$ cat config.mk
export PLATFORM = sky130hd
export DESIGN_NAME = wash_cycle_timer
export DESIGN_NICKNAME = d
export VERILOG_FILES = /design/src/rtl/wash_cycle_timer.sv
export SDC_FILE = /design/constraint.sdc
export NUM_CORES = 1
export LEC_CHECK = 0
export CELL_PAD_IN_SITES_DETAIL_PLACEMENT = 1
export CELL_PAD_IN_SITES_GLOBAL_PLACEMENT = 1
export CORE_UTILIZATION = 50
export CTS_CLUSTER_SIZE = 16
export DETAILED_ROUTE_END_ITERATION = 6
export DONT_BUFFER_PORTS = 1
export GPL_TIMING_DRIVEN = 0
export PLACE_DENSITY_LB_ADDON = 0.05
export SLEW_MARGIN = 40
export SYNTH_ARGS = -nofsm -noshare
export SYNTH_HDL_FRONTEND = slang
export SYNTH_SLANG_ARGS = --single-unit
$ cat constraint.sdc
create_clock -name clk -period 5.3 [get_ports clk]
set_input_delay 0.795 -clock clk [delete_from_list [all_inputs] [get_ports clk]]
set_output_delay 0.795 -clock clk [all_outputs]
set_load 0.05 [all_outputs]
$ cat src/rtl/wash_cycle_timer.sv
// wash_cycle_timer
// Phase timer for the washing-machine controller. It decodes the active phase
// from the controller's actuator outputs and counts prescaled ticks in that
// phase. When the phase's duration expires, it raises that phase's done flag.
//
// Optional feature macro: WASH_TIMER_PAUSE_EN
//   defined   : pause freezes the prescaler and elapsed count.
//   undefined : the pause port is present but ignored.
//
// Ports
//   clk                  rising-edge clock
//   reset                synchronous, active-high reset
//   restart              timer restart from the controller
//   water_fill, agitator,
//   motor, pump, speed   controller actuator outputs (phase decode inputs)
//   pause                door open / hold request
//   tfill, twash, trinse,
//   tdrain, tspin        registered done flags, held until the next clear
//   busy                 combinational: timer counts on this cycle
//   elapsed              registered tick count of the current phase
//
// Handshake: none. Flags are levels. The controller reacts by changing its
// actuator outputs (a phase change clears the timer) or by pulsing restart.
module wash_cycle_timer #(
  parameter int PRESCALE = 1000,
  parameter int CNT_W    = 16,
  parameter int T_FILL   = 30,
  parameter int T_WASH   = 120,
  parameter int T_RINSE  = 60,
  parameter int T_DRAIN  = 20,
  parameter int T_SPIN   = 90
) (
  input  logic             clk,
  input  logic             reset,
  input  logic             restart,
  input  logic             water_fill,
  input  logic             agitator,
  input  logic             motor,
  input  logic             pump,
  input  logic             speed,
  input  logic             pause,
  output logic             tfill,
  output logic             twash,
  output logic             trinse,
  output logic             tdrain,
  output logic             tspin,
  output logic             busy,
  output logic [CNT_W-1:0] elapsed
);

  // A prescaler of 1 still gets a 1-bit register. That bit stays at 0, so
  // every counting cycle is a tick.
  localparam int               PS_W    = (PRESCALE > 1) ? $clog2(PRESCALE) : 1;
  localparam logic [PS_W-1:0]  PS_LAST = PS_W'(PRESCALE - 1);
  localparam logic [CNT_W-1:0] EL_ONE  = CNT_W'(1);
  localparam logic [CNT_W-1:0] EL_MAX  = '1;

  // Bit positions in the flag vector.
  localparam int F_FILL  = 0;
  localparam int F_WASH  = 1;
  localparam int F_RINSE = 2;
  localparam int F_DRAIN = 3;
  localparam int F_SPIN  = 4;

  typedef enum logic [2:0] {
    PH_IDLE,
    PH_FILL,
    PH_WASH,
    PH_DRAIN,
    PH_SPIN
  } phase_t;

  phase_t           phase, phase_q, phase_d;
  logic [PS_W-1:0]  pre_q, pre_d;
  logic [CNT_W-1:0] el_q, el_d;
  logic [4:0]       flag_q, flag_d;
  logic             wash_cnt_q, wash_cnt_d;

  logic             pause_eff;
  logic             clear;
  logic             phase_flag;
  logic             count_en;
  logic             done;
  logic [CNT_W-1:0] limit;

`ifdef WASH_TIMER_PAUSE_EN
  assign pause_eff = pause;
`else
  assign pause_eff = 1'b0;
  logic unused_pause;
  assign unused_pause = pause;
`endif

  // Phase decode. The first match wins, so a conflicting drain request
  // overrides fill.
  always_comb begin
    phase = PH_IDLE;
    if (pump)                            phase = PH_DRAIN;
    else if (water_fill)                 phase = PH_FILL;
    else if (motor && speed)             phase = PH_SPIN;
    else if (motor && agitator && !speed) phase = PH_WASH;
  end

  // Limit and own-flag lookup for the decoded phase. A WASH phase counts
  // against the rinse duration once the first wash has completed.
  always_comb begin
    limit      = '0;
    phase_flag = 1'b0;
    case (phase)
      PH_FILL: begin
        limit      = CNT_W'(T_FILL);
        phase_flag = flag_q[F_FILL];
      end
      PH_WASH: begin
        limit      = wash_cnt_q ? CNT_W'(T_RINSE) : CNT_W'(T_WASH);
        phase_flag = flag_q[F_WASH];
      end
      PH_DRAIN: begin
        limit      = CNT_W'(T_DRAIN);
        phase_flag = flag_q[F_DRAIN];
      end
      PH_SPIN: begin
        limit      = CNT_W'(T_SPIN);
        phase_flag = flag_q[F_SPIN];
      end
      default: begin
        limit      = '0;
        phase_flag = 1'b0;
      end
    endcase
  end

  assign clear    = reset || restart || (phase != phase_q);
  assign count_en = (phase != PH_IDLE) && !pause_eff && !phase_flag;
  assign busy     = count_en && !clear;

  always_comb begin
    phase_d    = phase;
    pre_d      = pre_q;
    el_d       = el_q;
    flag_d     = flag_q;
    wash_cnt_d = wash_cnt_q;
    done       = 1'b0;

    if (clear) begin
      pre_d  = '0;
      el_d   = '0;
      flag_d = '0;
      // Only a hard reset forgets which wash the machine is on.
      if (reset) begin
        phase_d    = PH_IDLE;
        wash_cnt_d = 1'b0;
      end
    end else if (count_en) begin
      if (limit == '0) begin
        done = 1'b1;
      end else if (pre_q == PS_LAST) begin
        pre_d = '0;
        if (el_q != EL_MAX) el_d = el_q + EL_ONE;
        if ((el_q + EL_ONE) == limit) done = 1'b1;
      end else begin
        pre_d = pre_q + PS_W'(1);
      end

      if (done) begin
        case (phase)
          PH_FILL:  flag_d[F_FILL] = 1'b1;
          PH_DRAIN: flag_d[F_DRAIN] = 1'b1;
          PH_SPIN: begin
            flag_d[F_SPIN] = 1'b1;
            wash_cnt_d     = 1'b0;
          end
          PH_WASH: begin
            flag_d[F_WASH] = 1'b1;
            if (wash_cnt_q) flag_d[F_RINSE] = 1'b1;
            else            wash_cnt_d      = 1'b1;
          end
          default: flag_d = flag_q;
        endcase
      end
    end
  end

  always_ff @(posedge clk) begin
    phase_q    <= phase_d;
    pre_q      <= pre_d;
    el_q       <= el_d;
    flag_q     <= flag_d;
    wash_cnt_q <= wash_cnt_d;
  end

  assign tfill   = flag_q[F_FILL];
  assign twash   = flag_q[F_WASH];
  assign trinse  = flag_q[F_RINSE];
  assign tdrain  = flag_q[F_DRAIN];
  assign tspin   = flag_q[F_SPIN];
  assign elapsed = el_q;

endmodule

* Yosys cells after proc, flatten, opt, wreduce, memory -nomap -nowiden
Cells that the tools add are included.
** Word-level totals
- Flip-flop bits (word level) :: 35
- Input bits :: 9
** Operators by class
- $add $sub $neg :: 2
- Equal/unequal tests :: 9
- Muxes and demuxes :: 20
- Bitwise logic cells :: 1
- Reductions and logical operators :: 23
** Operators with widths (count)
- 7-bit case mux with 4 select lines :: 1
- 16-bit by 1-bit adder with 16-bit output (second input constant) :: 1
- 16-bit equality test :: 1
- 16-bit zero test :: 1
- 16-bit inequality test (second input constant) :: 1
- 3-bit two-way mux :: 5
- 3-bit AND reduction :: 4
- 4-bit AND reduction :: 3
- 10-bit by 1-bit adder with 10-bit output (second input constant) :: 1
- 10-bit equality test (second input constant) :: 1
- 10-bit two-way mux :: 1
- 1-bit two-way mux :: 9
- 7-bit two-way mux :: 1
- 3-bit by 2-bit equality test with 1-bit output (second input constant) :: 2
- 3-bit nonzero test :: 2
- 1-bit logical AND :: 5
- 1-bit case mux with 4 select lines :: 1
- 2-bit nonzero test :: 2
- 3-bit by 1-bit equality test with 1-bit output (second input constant) :: 1
- 3-bit equality test (second input constant) :: 1
- 1-bit zero test :: 3
- 3-bit inequality test :: 1
- 1-bit logical OR :: 2
- 2-bit two-way mux :: 1
- 4 further kinds :: 4

* Longest topological paths before layout
- Word-level depth :: 17
- Gate-level depth with buffers :: 9

* Worst setup path before layout
Ideal clock, no wire load.
- Kind :: input port to output port
- Start :: input port pump
- End :: output port busy
- Arrival :: 2744 ps
- Data required time :: 4505 ps
- Slack :: 1761 ps
- Stages on the path :: 7
- Path through :: buf_2 nor4bb_1 xnor2_1 o2111ai_1 clkbuf_1 buf_1 nor2_1
** On the way
- Cells in the longest elaborated chain, start to end :: 6
** Ends and longest elaborated chain
- start: declaration :: RTL line 39 : input logic pump,
- 3-bit two-way mux (*) :: RTL line 98 : if (pump) phase = PH_DRAIN;
- 3-bit equality test (tied with other cells) :: RTL line 109 : case (phase)
- 1-bit case mux with 4 select lines :: RTL line 109
- 1-bit zero test :: RTL line 134 : assign count_en = (phase != PH_IDLE) && !pause_eff && !phase_flag;
- 1-bit logical AND :: RTL line 134
- 1-bit logical AND (*) :: RTL line 135 : assign busy = count_en && !clear;
- end: declaration :: RTL line 47 : output logic busy,
Every way passes the cells marked *; elsewhere a longest branch is shown, timed or not.

* Worst setup path in the final report
Ends and elaborated chain as after synthesis.

==> impl_metrics.tcl <==
set metrics [dict create \
    final_max_slew_viol_count 0 \
    synth_top_family_by_area "simple AND/OR/NAND/NOR gates" \
    status "complete, no violations" \
    gp_congestion 0.797 \
    post_drt_wl_per_cell_um 17.0 \
    fin_skew_ps 4.35 \
    slew_headroom_pct 51.0 \
    ant_nets 0 \
    final_cell_mix "nor2_1, dfxtp_1, nand2_1" \
    ir_drop_uv 124 \
    max_slew.worst_pin.slew_ps 734 \
    cp.required_ps 4510 \
    synth_compound_area_share_pct 11.2 \
    grtUsageMet1_pct 30.0 \
    firstDrtPassIters 4 \
    synth.avg_cell_area_um2 8.04 \
    area_growth_pct 7.97 \
    grt_pass1_wl_mm 8.79 \
    grt_use_met3_pct 6.03 \
    drive_above_1_share_pct 7.89 \
    fin_nets 276 \
    crit_slowest_cell "nor4bb_1" \
    hold_class "reg -> reg" \
    core_mm2 0.00400 \
    hold_viol_final 0 \
    layout_commonest_cell "nor2_1" \
    synth.cell_area_mm2 0.00207 \
    powerDensity_mw_per_mm2 225 \
    fmax_mhz 246 \
    cts_tree "yes" \
    synthCells 258 \
    synth-edff-count 1 \
    hold_buffers 0 \
    post-route-period-util_pct 76.5 \
    synthArstFlopShare_pct 0 \
    clkTransAtPathRegs_ps 70 \
    cts-resized-gates 0 \
    tns_ps 0 \
    io_pins 31 \
    p_leak_nw 0.762 \
    hold-worst-slack_ps 517 \
    grt_max_degree 11 \
    yosys_warnings 0 \
    antenna_found_initial 0 \
    yosysSeqAreaShare_pct 34.3 \
    grtUsageMet2_pct 48.1 \
    synth_xor_area_share_pct 13.8 \
    power_frac_seq_pct 53.1 \
    via_per_inst 5.97 \
    synth-seq-cells 35 \
    p_switching_mw 0.110 \
    drt_iter0_markers 62 \
    cp-start-kind "primary input" \
    root_buffer "clkbuf_8" \
    ys.flop_type "dfxtp_1" \
    synthesis.nets 269 \
    htree_levels 2 \
    initial_utilization_pct 51.8 \
    sw_frac_of_total_pct 22.0 \
    n_antenna_cell 0 \
    synth_fa_ha_area_share_pct 1.21 \
    grt_remaining_overflow 0 \
    clkLatencyLatePin_ps 280 \
    cts.sinks 35 \
    die_w_um 66.4 \
    combPwrFrac_pct 4.6 \
    clk_path_buf_depth 2 \
    clockPowerShare_pct 42.3 \
    grt_pass1_vias 1931 \
    finalSetupViolations 0 \
    drcViolationCount 0 \
    rows 23 \
    crit_type "in -> out" \
    intPower_mw 0.392 \
    yosys.area_share.simple_pct 33.1 \
    drv_cap 0 \
    endpoint_kind "output pin" \
    synthMuxAreaShare_pct 1.93 \
    synth_cell_types 51 \
    num_vias 1887 \
    crit_fanout 10 \
    critPathArrivalTime_ps 3260 \
    hpwlAfterDp_mm 4.05 \
    crit_family "simple AND/OR/NAND/NOR gates" \
    gr-max-usage-layer "met2" \
    wirelength_mm 5.39 \
    die_area_mm2 0.00441 \
    path_cells "buf_2 > nor4bb_1 > xnor2_1 > o2111ai_1 > clkbuf_1 > buf_1 > nor2_2" \
    grt_use_total_pct 26.6 \
    die_h_um 66.4 \
    portBuffers 0 \
    rsz0062_at_grt "false" \
    postCtsSetupBuffers 0 \
    period_minus_slack_ps 4060 \
    cp_slowest_stage_delay_ps 610 \
    cp.buffers_inverters 3 \
    numCtsBuffers 5 \
]
==> stage by stage <==
stage                     setup slack, ps  instance area (um2)  util [%]  total power, mW  std cells
after floorplan                      1760                 2070         -            0.290        258
after global placement               1130                 2140      53.4            0.295        308
after detailed placement             1070                 2140      53.4            0.296        308
after CTS                            1060                 2240      55.9            0.508        316
after global routing                 1230                 2240      56.0            0.521        316
final                                1240                 2240      56.0            0.503        316
==> power groups by stage <==
stage               clock, mW  sequential (mW)  combinational [mW]
floorplan                   0            0.272              0.0179
global placement            0            0.273              0.0228
detailed placement          0            0.273              0.0233
CTS                     0.218            0.267              0.0235
global route            0.228            0.267              0.0259
finish                  0.213            0.267              0.0233
==> worst min-delay path, delay by kind of cell (launching register included) <==
| kind | cells | cell delay (ps) |
|---|---|---|
| AOI/OAI and AO/OA | 1 | 60 |
| DFF | 1 | 340 |
| and+or+nand+nor | 1 | 70 |
==> cells in the mapped netlist (2+ instances only) <==
cell type	instances	area share [%]
a211oi_1	2	0.72
a21oi_1	8	1.9
a31oi_1	3	0.91
and2_1	2	0.60
and3_1	5	1.5
and4_1	3	1.3
buf_2	4	0.97
clkbuf_1	5	0.91
clkbuf_2	2	0.48
dfxtp_1	34	33
ha_1	2	1.2
inv_1	11	2.0
mux2i_1	4	1.9
nand2_1	20	3.6
nand2b_1	3	0.91
nand3_1	17	4.1
nand4_1	11	3.3
nor2_1	40	7.2
nor3_1	6	1.4
nor4_1	5	1.5
nor4bb_1	2	0.97
o2111ai_1	2	0.85
o21ai_0	6	1.4
o31ai_1	4	1.4
or3_1	2	0.60
or4_1	2	0.72
xnor2_1	18	7.6
xor2_1	12	5.1
==> layer usage <==
layer  vias to the layer above  share of wire [%]
li1                        924                  -
met2                        34                 51
met1                       920                 44
met4                         0                1.7
met5                         -                  0
met3                         9                3.4
==> cell families after synthesis <==
kind of cell	count (synthesis)
AND/OR/NAND/NOR	129
flip-flops	35
AO/OA/AOI/OAI	34
XOR/XNOR	31
buffers and inverters	23
multiplexers	4
adder cells (fa/ha/maj)	2
==> final timing paths <==
kind | slack, ps | startpoint | cells after the start | end
worst max-delay path | 1240 | pump | 7 | busy
worst min-delay path | 520 | pre_q[1]$_SDFFE_PN0P_ | 2 | pre_q[1]$_SDFFE_PN0P_
worst max register to register | 1810 | elapsed[0]$_SDFFE_PN0P_ | 8 | wash_cnt_q$_SDFFCE_PN0P_
worst min register to register | 520 | pre_q[1]$_SDFFE_PN0P_ | 2 | pre_q[1]$_SDFFE_PN0P_
==> flip-flops by register name (all words and copies together) (netlist names) <==
| signal | count |
|---|---|
| pre_q | 10 |
| elapsed | 16 |
| phase_q | 3 |
| wash_cnt_q | 1 |
| flag_q | 5 |
==> final cells by class <==
cell class | instances | area, um2
Fill cell | 509 | 1760
Multi-Input combinational cell | 200 | 1270
Sequential cell | 35 | 711
Clock buffer | 8 | 100
Tap cell | 50 | 62.6
Buffer | 12 | 52.6
Inverter | 11 | 41.3
No activity file was read; power rests on OpenSTA's default activity.
==> edit: new RTL, same flow settings <==
`T_DRAIN`: 20 -> 16.
--- a/src/rtl/wash_cycle_timer.sv
+++ b/src/rtl/wash_cycle_timer.sv
@@ -27,7 +27,7 @@
   parameter int T_FILL   = 30,
   parameter int T_WASH   = 120,
   parameter int T_RINSE  = 60,
-  parameter int T_DRAIN  = 20,
+  parameter int T_DRAIN  = 16,
   parameter int T_SPIN   = 90
 ) (
   input  logic             clk,
Formal check against the unedited RTL: same outputs for any inputs over 10 cycles, from zero or initial values; that may be too few to reach the edited logic, so the function may still have changed.
==> edit against the original RTL <==
Routed wire length down 4.7%. Cell count down 1.6%. Global-route usage up 0.44 points. Sequential cell count unchanged. Sequential share of layout area up 0.50 points. Clock skew up 0.0011 ns. Cell area down 1.6%. Worst setup slack better by 0.60 ns. Power down 2.8%. Register-to-register slack better by 0.49 ns. Critical path depth down 1. Area after synthesis down 1.0%. Synthesized cell count down 1.2%. Largest power group unchanged. Fmax up 17%.
==> edit: results (changes against the original RTL) <==
* Post-route total power: 0.000489 W (was 0.000503 W)
- The number of global-route vias before repair is 1901 (was 1931).
- The detailed placement HPWL is 3.89 mm (was 4.05 mm).
- The data arrival time of the worst path is 2.66 ns (was 3.26 ns).
- Global-route wire length before repair: 8.80 mm (was 8.79 mm)
- Violation count after the first detailed-route iteration: 69 (was 62)
- The share of the cycle needed by the critical path after routing is 0.652 (was 0.765).
- Post-synthesis area per instance: 8.05 um^2 (was 8.04 um^2)
* Hold-critical path endpoint: pre_q[9] (was pre_q[1])
- Result of the run: finished, final reports clean (unchanged)
- The logic depth of the worst register-to-register path came to 7 (was 8).
- Portion of netlist area occupied by mux cells: 0.0201 (was 0.0193)
- The net count of the mapped netlist came to 266 (was 269).
- Highest cell delay on the worst timing path: 0.52 ns (was 0.61 ns)
- The post-route clock skew came to 0.00543 ns (was 0.00435 ns).
* Compound-gate portion of the synthesized area: 0.115 (was 0.112)
- The latest clock arrival within the worst-skew pair came to 0.30 ns (was 0.28 ns).
* Final hold slack: 0.496 ns (was 0.517 ns)
* Count of cell types in the netlist: 52 (was 51)
- Relative contribution of sequential cells to total power: 0.545 (was 0.531)
* Final wirelength: 5.14 mm (was 5.39 mm)
- Instance count after placement with tap cells included: 303 (was 308)
- HP Start: pre_q[9] (was pre_q[1])
- Overall Global Routing Usage: 0.270 (was 0.266)
* Critical path origin: water_fill (was pump)
- Post-DP Area: 2110 um^2 (was 2140 um^2)
- Maximum vdd drop: 0.170 mV (was 0.124 mV)
* XOR/XNOR share of the synthesized area: 0.124 (was 0.138)
- The post-placement worst setup slack is 1.63 ns (was 1.07 ns).
* Final GP Congestion: 0.810 (was 0.797)
- Via total after detailed routing: 1834 (was 1887)
- The non-filler instance count after layout was 311 (was 316).
- The combinational share of power came to 0.054 (was 0.046).
* Top cells by area in the synthesized netlist: dfxtp_1 (33%), xor2_1 (7.3%), nor2_1 (7.0%), xnor2_1 (5.1%), nand2_1 (4.9%) (was dfxtp_1 (33%), xnor2_1 (7.6%), nor2_1 (7.2%), xor2_1 (5.1%), nand3_1 (4.1%))
- The sequential share of the synthesized area came to 0.346 (was 0.343).
- The pin count of the biggest net entering global routing is 13 (was 11).
- The worst max-slew margin expressed relative to the limit was 0.514 (was 0.510).
- Crit path max-delay cell type: nor2_2 (was nor4bb_1)
- R2R Setup Slk: 2.30 ns (was 1.81 ns)
- The length of routed wiring on met1 came to 2.36 mm (was 2.39 mm).
-- edit: cell count changes after synthesis, moves of 5 or more --
| cell | delta |
|---|---|
| nand2_1 | +7 |
| xnor2_1 | -6 |
| inv_1 | -5 |
| or3_1 | +5 |
| xor2_1 | +5 |
| nand3_1 | -5 |
-- edit: area by class of cell --
type / count / area [um^2]
fillers: 479 / 1600
multi-input cells: 204 / 1270
flip-flops and latches: 35 / 711
clock buffers: 5 / 68.8
well taps: 48 / 60.1
plain buffers: 10 / 55.1
inverters: 6 / 22.5
clock inverters: 3 / 20.0
-- edit: kinds of logic after synthesis --
group | after synthesis
simple gates | 134
compound gates | 35
flops | 35
fa+ha+maj | 2
buf+inv | 16
xor+xnor | 29
mux | 4
-- edit: metal layers --
metal | GRT usage | vias to the layer above
li1 | - | 918
met4 | 0.0851 | 0
met2 | 0.453 | 31
met1 | 0.332 | 878
met5 | 0 | -
met3 | 0.0759 | 7
